--- src/rtl/gearbox_256_192_pkg.sv ---
// Shared constants and types for the 256->192 receive gearbox.
// Every lane uses the same unit widths and the same shared count.
package gearbox_256_192_pkg;

    localparam int GB_UNIT_W    = 16;
    localparam int GB_LANES     = 4;
    localparam int GB_IN_UNITS  = 4;
    localparam int GB_OUT_UNITS = 3;
    localparam int GB_BUF_UNITS = 9;

    localparam int GB_LANE_IN_W  = GB_UNIT_W * GB_IN_UNITS;
    localparam int GB_LANE_OUT_W = GB_UNIT_W * GB_OUT_UNITS;
    localparam int GB_BUF_W      = GB_UNIT_W * GB_BUF_UNITS;
    localparam int GB_IN_W       = GB_LANE_IN_W * GB_LANES;
    localparam int GB_OUT_W      = GB_LANE_OUT_W * GB_LANES;

    typedef logic [3:0] gb_count_t;

    // A new word fits only while at most this many units are buffered.
    localparam gb_count_t GB_ACCEPT_MAX = gb_count_t'(GB_BUF_UNITS - GB_IN_UNITS);
    localparam gb_count_t GB_EMIT_MIN   = gb_count_t'(GB_OUT_UNITS);

endpackage

--- src/rtl/gearbox_64_48.sv ---
// One 64->48 lane: 9-unit buffer with shift-out of 3 units and insert of 4.
// Controlled entirely by accept/emit/count from the shared top-level controller.
module gearbox_64_48
    import gearbox_256_192_pkg::*;
(
    input  logic                     clk,
    input  logic                     reset_n,
    input  logic                     accept,
    input  logic                     emit,
    input  gb_count_t                count,
    input  logic [GB_LANE_IN_W-1:0]  in_lane,
    output logic [GB_LANE_OUT_W-1:0] out_lane
);

    logic [GB_BUF_W-1:0] buf_q;
    logic [GB_BUF_W-1:0] buf_d;
    logic [GB_BUF_W-1:0] shifted;
    logic [GB_BUF_W-1:0] ins;
    logic [GB_BUF_W-1:0] mask;
    gb_count_t           wr_idx;

    // NOTE: every signal gets a value before any condition, so no latch can be inferred.
    always_comb begin
        shifted = emit ? (buf_q >> GB_LANE_OUT_W) : buf_q;
        // The insert position is taken after the emit shift.
        wr_idx  = count - (emit ? GB_EMIT_MIN : gb_count_t'(0));
        ins     = {{(GB_BUF_W - GB_LANE_IN_W){1'b0}}, in_lane} << (int'(wr_idx) * GB_UNIT_W);
        mask    = {{(GB_BUF_W - GB_LANE_IN_W){1'b0}}, {GB_LANE_IN_W{1'b1}}} << (int'(wr_idx) * GB_UNIT_W);
        buf_d   = accept ? ((shifted & ~mask) | ins) : shifted;
    end

    // NOTE: the buffer is reset so a mid-stream reset leaves no stale units behind.
    // NOTE: state registers use non-blocking assignments so all flops update together.
    always_ff @(posedge clk or negedge reset_n) begin
        if (!reset_n) begin
            buf_q    <= '0;
            out_lane <= '0;
        end else begin
            buf_q <= buf_d;
            if (emit) begin
                out_lane <= buf_q[GB_LANE_OUT_W-1:0];
            end
        end
    end

endmodule

--- src/rtl/gearbox_256_192.sv ---
// Receive-side 4:3 gearbox: four 64->48 lanes sharing one count and handshake.
// out_idle depends only on the registered count and in_enable.
module gearbox_256_192
    import gearbox_256_192_pkg::*;
(
    input  logic                clk,
    input  logic                reset_n,
    input  logic                in_enable,
    input  logic [GB_IN_W-1:0]  in_data,
    input  logic                in_datavalid,
    output logic                out_idle,
    output logic [GB_OUT_W-1:0] out_data,
    output logic                out_datavalid,
    input  logic                in_idle,
    output logic                overflow
);

    gb_count_t count;
    gb_count_t count_next;
    logic      accept;
    logic      emit;

    always_comb begin
        out_idle   = !in_enable || (count > GB_ACCEPT_MAX);
        accept     = in_enable && in_datavalid && !out_idle;
        emit       = in_enable && !in_idle && (count >= GB_EMIT_MIN);
        count_next = count - (emit ? GB_EMIT_MIN : gb_count_t'(0))
                           + (accept ? gb_count_t'(GB_IN_UNITS) : gb_count_t'(0));
    end

    always_ff @(posedge clk or negedge reset_n) begin
        if (!reset_n) begin
            count         <= '0;
            out_datavalid <= 1'b0;
            overflow      <= 1'b0;
        end else begin
            count         <= count_next;
            out_datavalid <= emit;
            // A word offered while idle is dropped; flag it for one cycle.
            overflow      <= in_datavalid && out_idle;
        end
    end

    for (genvar k = 0; k < GB_LANES; k++) begin : g_lane
        gearbox_64_48 u_lane (
            .clk      (clk),
            .reset_n  (reset_n),
            .accept   (accept),
            .emit     (emit),
            .count    (count),
            .in_lane  (in_data[k*GB_LANE_IN_W +: GB_LANE_IN_W]),
            .out_lane (out_data[k*GB_LANE_OUT_W +: GB_LANE_OUT_W])
        );
    end

endmodule

--- config.mk ---
export PLATFORM = sky130hd
export DESIGN_NAME = gearbox_256_192
export DESIGN_NICKNAME = d
export VERILOG_FILES = /design/src/rtl/gearbox_256_192_pkg.sv /design/src/rtl/gearbox_64_48.sv /design/src/rtl/gearbox_256_192.sv
export SDC_FILE = /design/constraint.sdc
export NUM_CORES = 2
export LEC_CHECK = 0
export ABC_CLOCK_PERIOD_IN_PS = 7660
export BUFFER_PORTS_ARGS = -buffer_cell sky130_fd_sc_hd__buf_4
export CORE_ASPECT_RATIO = 1.75
export CORE_MARGIN = 1
export CORE_UTILIZATION = 25
export DETAILED_ROUTE_END_ITERATION = 10
export PLACE_DENSITY = 0.42
export RECOVER_POWER = 50
export SETUP_SLACK_MARGIN = 0.02
export SYNTH_ARGS = -nofsm -noshare
export SYNTH_HDL_FRONTEND = slang
export SYNTH_SLANG_ARGS = --single-unit
--- constraint.sdc ---
create_clock -name clk -period 7.66 [get_ports clk]
set_input_delay 1.915 -clock clk [delete_from_list [all_inputs] [get_ports clk]]
set_output_delay 1.915 -clock clk [all_outputs]
set_load 0.1 [all_outputs]
==> results.tsv <==
stage	metric	value	unit
global_routing	antenna_found_initial	25	
layout	finish.utilization	30.3	%
status	status	complete, but fails checks	
detailed_routing	avgViaCountPerCell	5.03	
global_routing	grt_pass1_wl	228000	µm
layout	final_area	0.0459	mm²
detailed_routing	drtPass1Iterations	5	
power_and_ir_drop	p_per_area	518	mW/mm²
timing	fin_setup_tns	0	ns
worst_setup_path	cpPeakStageDelay	2.36	ns
worst_setup_path	ff2ff_path_depth	7	
layout	layout-drive-gt1-share	17.4	%
clock_network	cts_num_sinks	774	
placement	hpwlAfterDp	98900	µm
timing	fmax	164	MHz
worst_setup_path	r2r_slack	2.02	ns
hold_path	min_to	g_lane[0].u_lane.out_lane[13]	
placement	io_buffers	455	
worst_setup_path	path_class	primary input to register	
worst_setup_path	crit_path_start_kind	primary input	
die	core-area	0.152	mm²
layout	fin_nets	4585	
die	ios	456	
detailed_routing	final_antenna_net_count	0	
status	violations	max-capacitance violations, max-slew violations	
worst_setup_path	end_kind	register	
logic_synthesis	synth_ff_type	dfrtp_1	
logic_synthesis	ys_seq_elements	774	
clock_network	cts_buffers	86	
job	max-cap-violations	9	
worst_setup_path	regToRegEndpoint	g_lane[3].u_lane.buf_q[56]	
clock_network	cts_tree	done	
worst_setup_path	critPathTopFamily	buffers and inverters	
clock_network	cts_buffer_depth	3	
die	fp-row-count	189	
placement	gp_congestion	0.827	
global_routing	grt_use_total	19.8	%
die	initial_utilization	25.2	%
detailed_routing	drc	0	
logic_synthesis	synth_area	0.0382	mm²
detailed_routing	drt_iter0_markers	2146	
logic_synthesis	ys_seq_area_share	50.8	%
timing	skew	0.0336	ns
power_and_ir_drop	irDropWorstVdd	0.000399	V
timing	finalSetupViolations	0	
timing	slew_violations	893	
timing	hold_violations	0	
logic_synthesis	yosys_warnings	0	
logic_synthesis	postSynthCellCount	4059	
global_routing	first_global_vias	32554	
worst_setup_path	cp.arrival	6.61	ns
timing	fin_crit	6.09	ns
die	fp.dieH	519	µm
logic_synthesis	avgSynthCellArea	9.40	µm²
global_routing	grt_overflow_total	0	
layout	syn_to_final_growth	20.4	%
clock_network	post_cts_buffers	0	
hold_path	hold_start	g_lane[0].u_lane.buf_q[13]	
placement	place_area	0.0434	mm²
worst_setup_path	worst-path-stages	7	
detailed_routing	wl_per_cell	24.3	µm
die	die_area	0.154	mm²
clock_network	post_cts_resized	0	
clock_network	postCtsHoldBufs	0	
layout	fillers	16102	
clock_network	cts-root-buf	clkbuf_16	
die	fp.dieW	297	µm
hold_path	holdPathStages	2	
logic_synthesis	netlist-cell-type-count	44	
timing	worst_slew_pin_slew	4.14	ns
worst_setup_path	critical_path.slowest_cell	clkbuf_2	
clock_network	htreeDepth	3	
logic_synthesis	async_flop_share	100	%
clock_network	clk_pin_slew	0.06	ns
hold_path	min_path_type	register to register	
worst_setup_path	path_cells	clkbuf_4, nand3b_1, clkbuf_2, buf_4, mux2_2, nand2_1, o21ai_0	
timing	fin_crit_sh	79.6	%
worst_setup_path	cp_num_buf_inv	3	
worst_setup_path	cp_max_fo	113	
detailed_routing	drt_wl_total	156000	µm
logic_synthesis	synth.net_count	4324	
worst_setup_path	cp.required	8.18	ns
power_and_ir_drop	p_leak	0.0223	µW
global_routing	grt_max_degree	152	
timing	relSlewSlack	-176	%
logic_synthesis	synth_edf_count	0	
clock_network	worstSkewPairLatency	0.69	ns
worst_setup_path	crit-reg2reg-launch	count[2]	
timing	rsz0062_at_grt	no	
detailed_routing	vias	32175	
==> power by group <==
part           switching (µW)  total (µW)  internal, µW  leakage [µW]
registers                1100        6960          5850        0.0104
clock network            1870        4440          2570       0.00143
logic                    8810       12400          3590        0.0105
total                   11800       23800         12000        0.0223
==> Yosys cell counts (6+ instances only) <==
library cell  instances  share of area (%)
clkbuf_1            170                1.7
a21oi_1             129                1.7
buf_2               132                1.7
buf_1                33               0.32
nor3_1               63               0.83
mux2_2              162                4.8
dfrtp_1             774                 51
inv_1                 6              0.059
nor2_1              381                3.7
a221o_1             128                3.4
nand2_1             971                9.6
nand3_1              98                1.3
o22ai_1             164                2.7
mux2i_1             350                9.2
a31oi_1             185                3.0
buf_4                13               0.26
a2bb2oi_1            60                1.4
o21ai_0             194                2.5
a22oi_1               6               0.12
==> layer usage <==
metal | part of all wire [%] | routed length, µm | vias up | GRT usage [%]
li1 | - | - | 14808 | -
met5 | 0.14 | 225 | - | 0
met4 | 2.8 | 4390 | 34 | 6.67
met2 | 49 | 75700 | 958 | 33.3
met3 | 5.8 | 9010 | 210 | 3.82
met1 | 43 | 66300 | 16165 | 25.3
==> sequential cells by signal, indices dropped and copies added (netlist names) <==
register                count
count                       4
overflow                    1
g_lane.u_lane.buf_q       576
g_lane.u_lane.out_lane    192
out_datavalid               1
==> metrics by stage <==
stage,hold WS (ns),total power [µW],setup slack [ns],std cells
global route,0.469,25200,1.17,6390
detailed placement,0.454,19700,1.40,6237
CTS,0.469,24200,2.15,6388
floorplan,0.433,15900,2.58,4059
global placement,0.449,19600,1.45,6237
finish,0.467,23800,1.57,6395
==> worst max path at each step <==
stage | startpoint | to
6_report | in_enable | g_lane[3].u_lane.buf_q[56]
5_1_grt | reset_n | g_lane[1].u_lane.buf_q[99]
4_1_cts | in_enable | g_lane[1].u_lane.buf_q[70]
3_5_place_dp | in_enable | g_lane[1].u_lane.buf_q[70]
3_3_place_gp | in_enable | g_lane[3].u_lane.buf_q[72]
2_1_floorplan | in_idle | g_lane[1].u_lane.buf_q[78]
==> worst register-to-register path, cell delays in order (launching register included) <==
cell	delay (ns)
dfrtp_1	0.48
a211o_1	0.36
nand3b_1	0.38
clkbuf_2	2.36
buf_4	1.28
mux2_2	0.45
nand2_1	0.06
o21ai_0	0.10
==> layout by cell type (no fill, tap or decap), types with 60 or more instances in the layout <==
| cell type | synthesis | final |
|---|---|---|
| nand2_1 | 971 | 967 |
| clkbuf_16 | 0 | 89 |
| a31oi_1 | 185 | 185 |
| nor2_1 | 381 | 380 |
| nand3_1 | 98 | 97 |
| clkbuf_1 | 170 | 103 |
| dfrtp_1 | 774 | 774 |
| mux2i_1 | 350 | 350 |
| a221o_1 | 128 | 128 |
| a2bb2oi_1 | 60 | 60 |
| o21ai_0 | 194 | 194 |
| nor3_1 | 63 | 62 |
| mux2_2 | 162 | 162 |
| buf_4 | 13 | 416 |
| a21oi_1 | 129 | 128 |
| o22ai_1 | 164 | 164 |
==> layout make-up <==
type / count / area (µm²) / area share (%)
well taps: 2005 / 2510 / 5.46
inverters: 7 / 48.8 / 0.106
clock inverters: 36 / 457 / 0.994
clock buffers: 115 / 2430 / 5.30
diodes: 7 / 17.5 / 0.0381
multi-input cells: 2926 / 17300 / 37.7
repair buffers: 525 / 3780 / 8.23
flip-flops and latches: 774 / 19400 / 42.2
==> kinds of logic (layout without fill, tap and decap cells) <==
kind of cell             count (synthesis)  after routing  synth area share, %
AND/OR/NAND/NOR                       1527           1527                 15.7
XOR/XNOR                                 4              4                0.141
multiplexers                           512            512                 14.0
adder cells (fa/ha/maj)                  4              4                0.151
flip-flops                             774            774                 50.8
buffers and inverters                  359            683                 4.17
other                                    0              7                    0
AO/OA/AOI/OAI                          879            879                 15.1
Power figures use the tool's default switching activity.
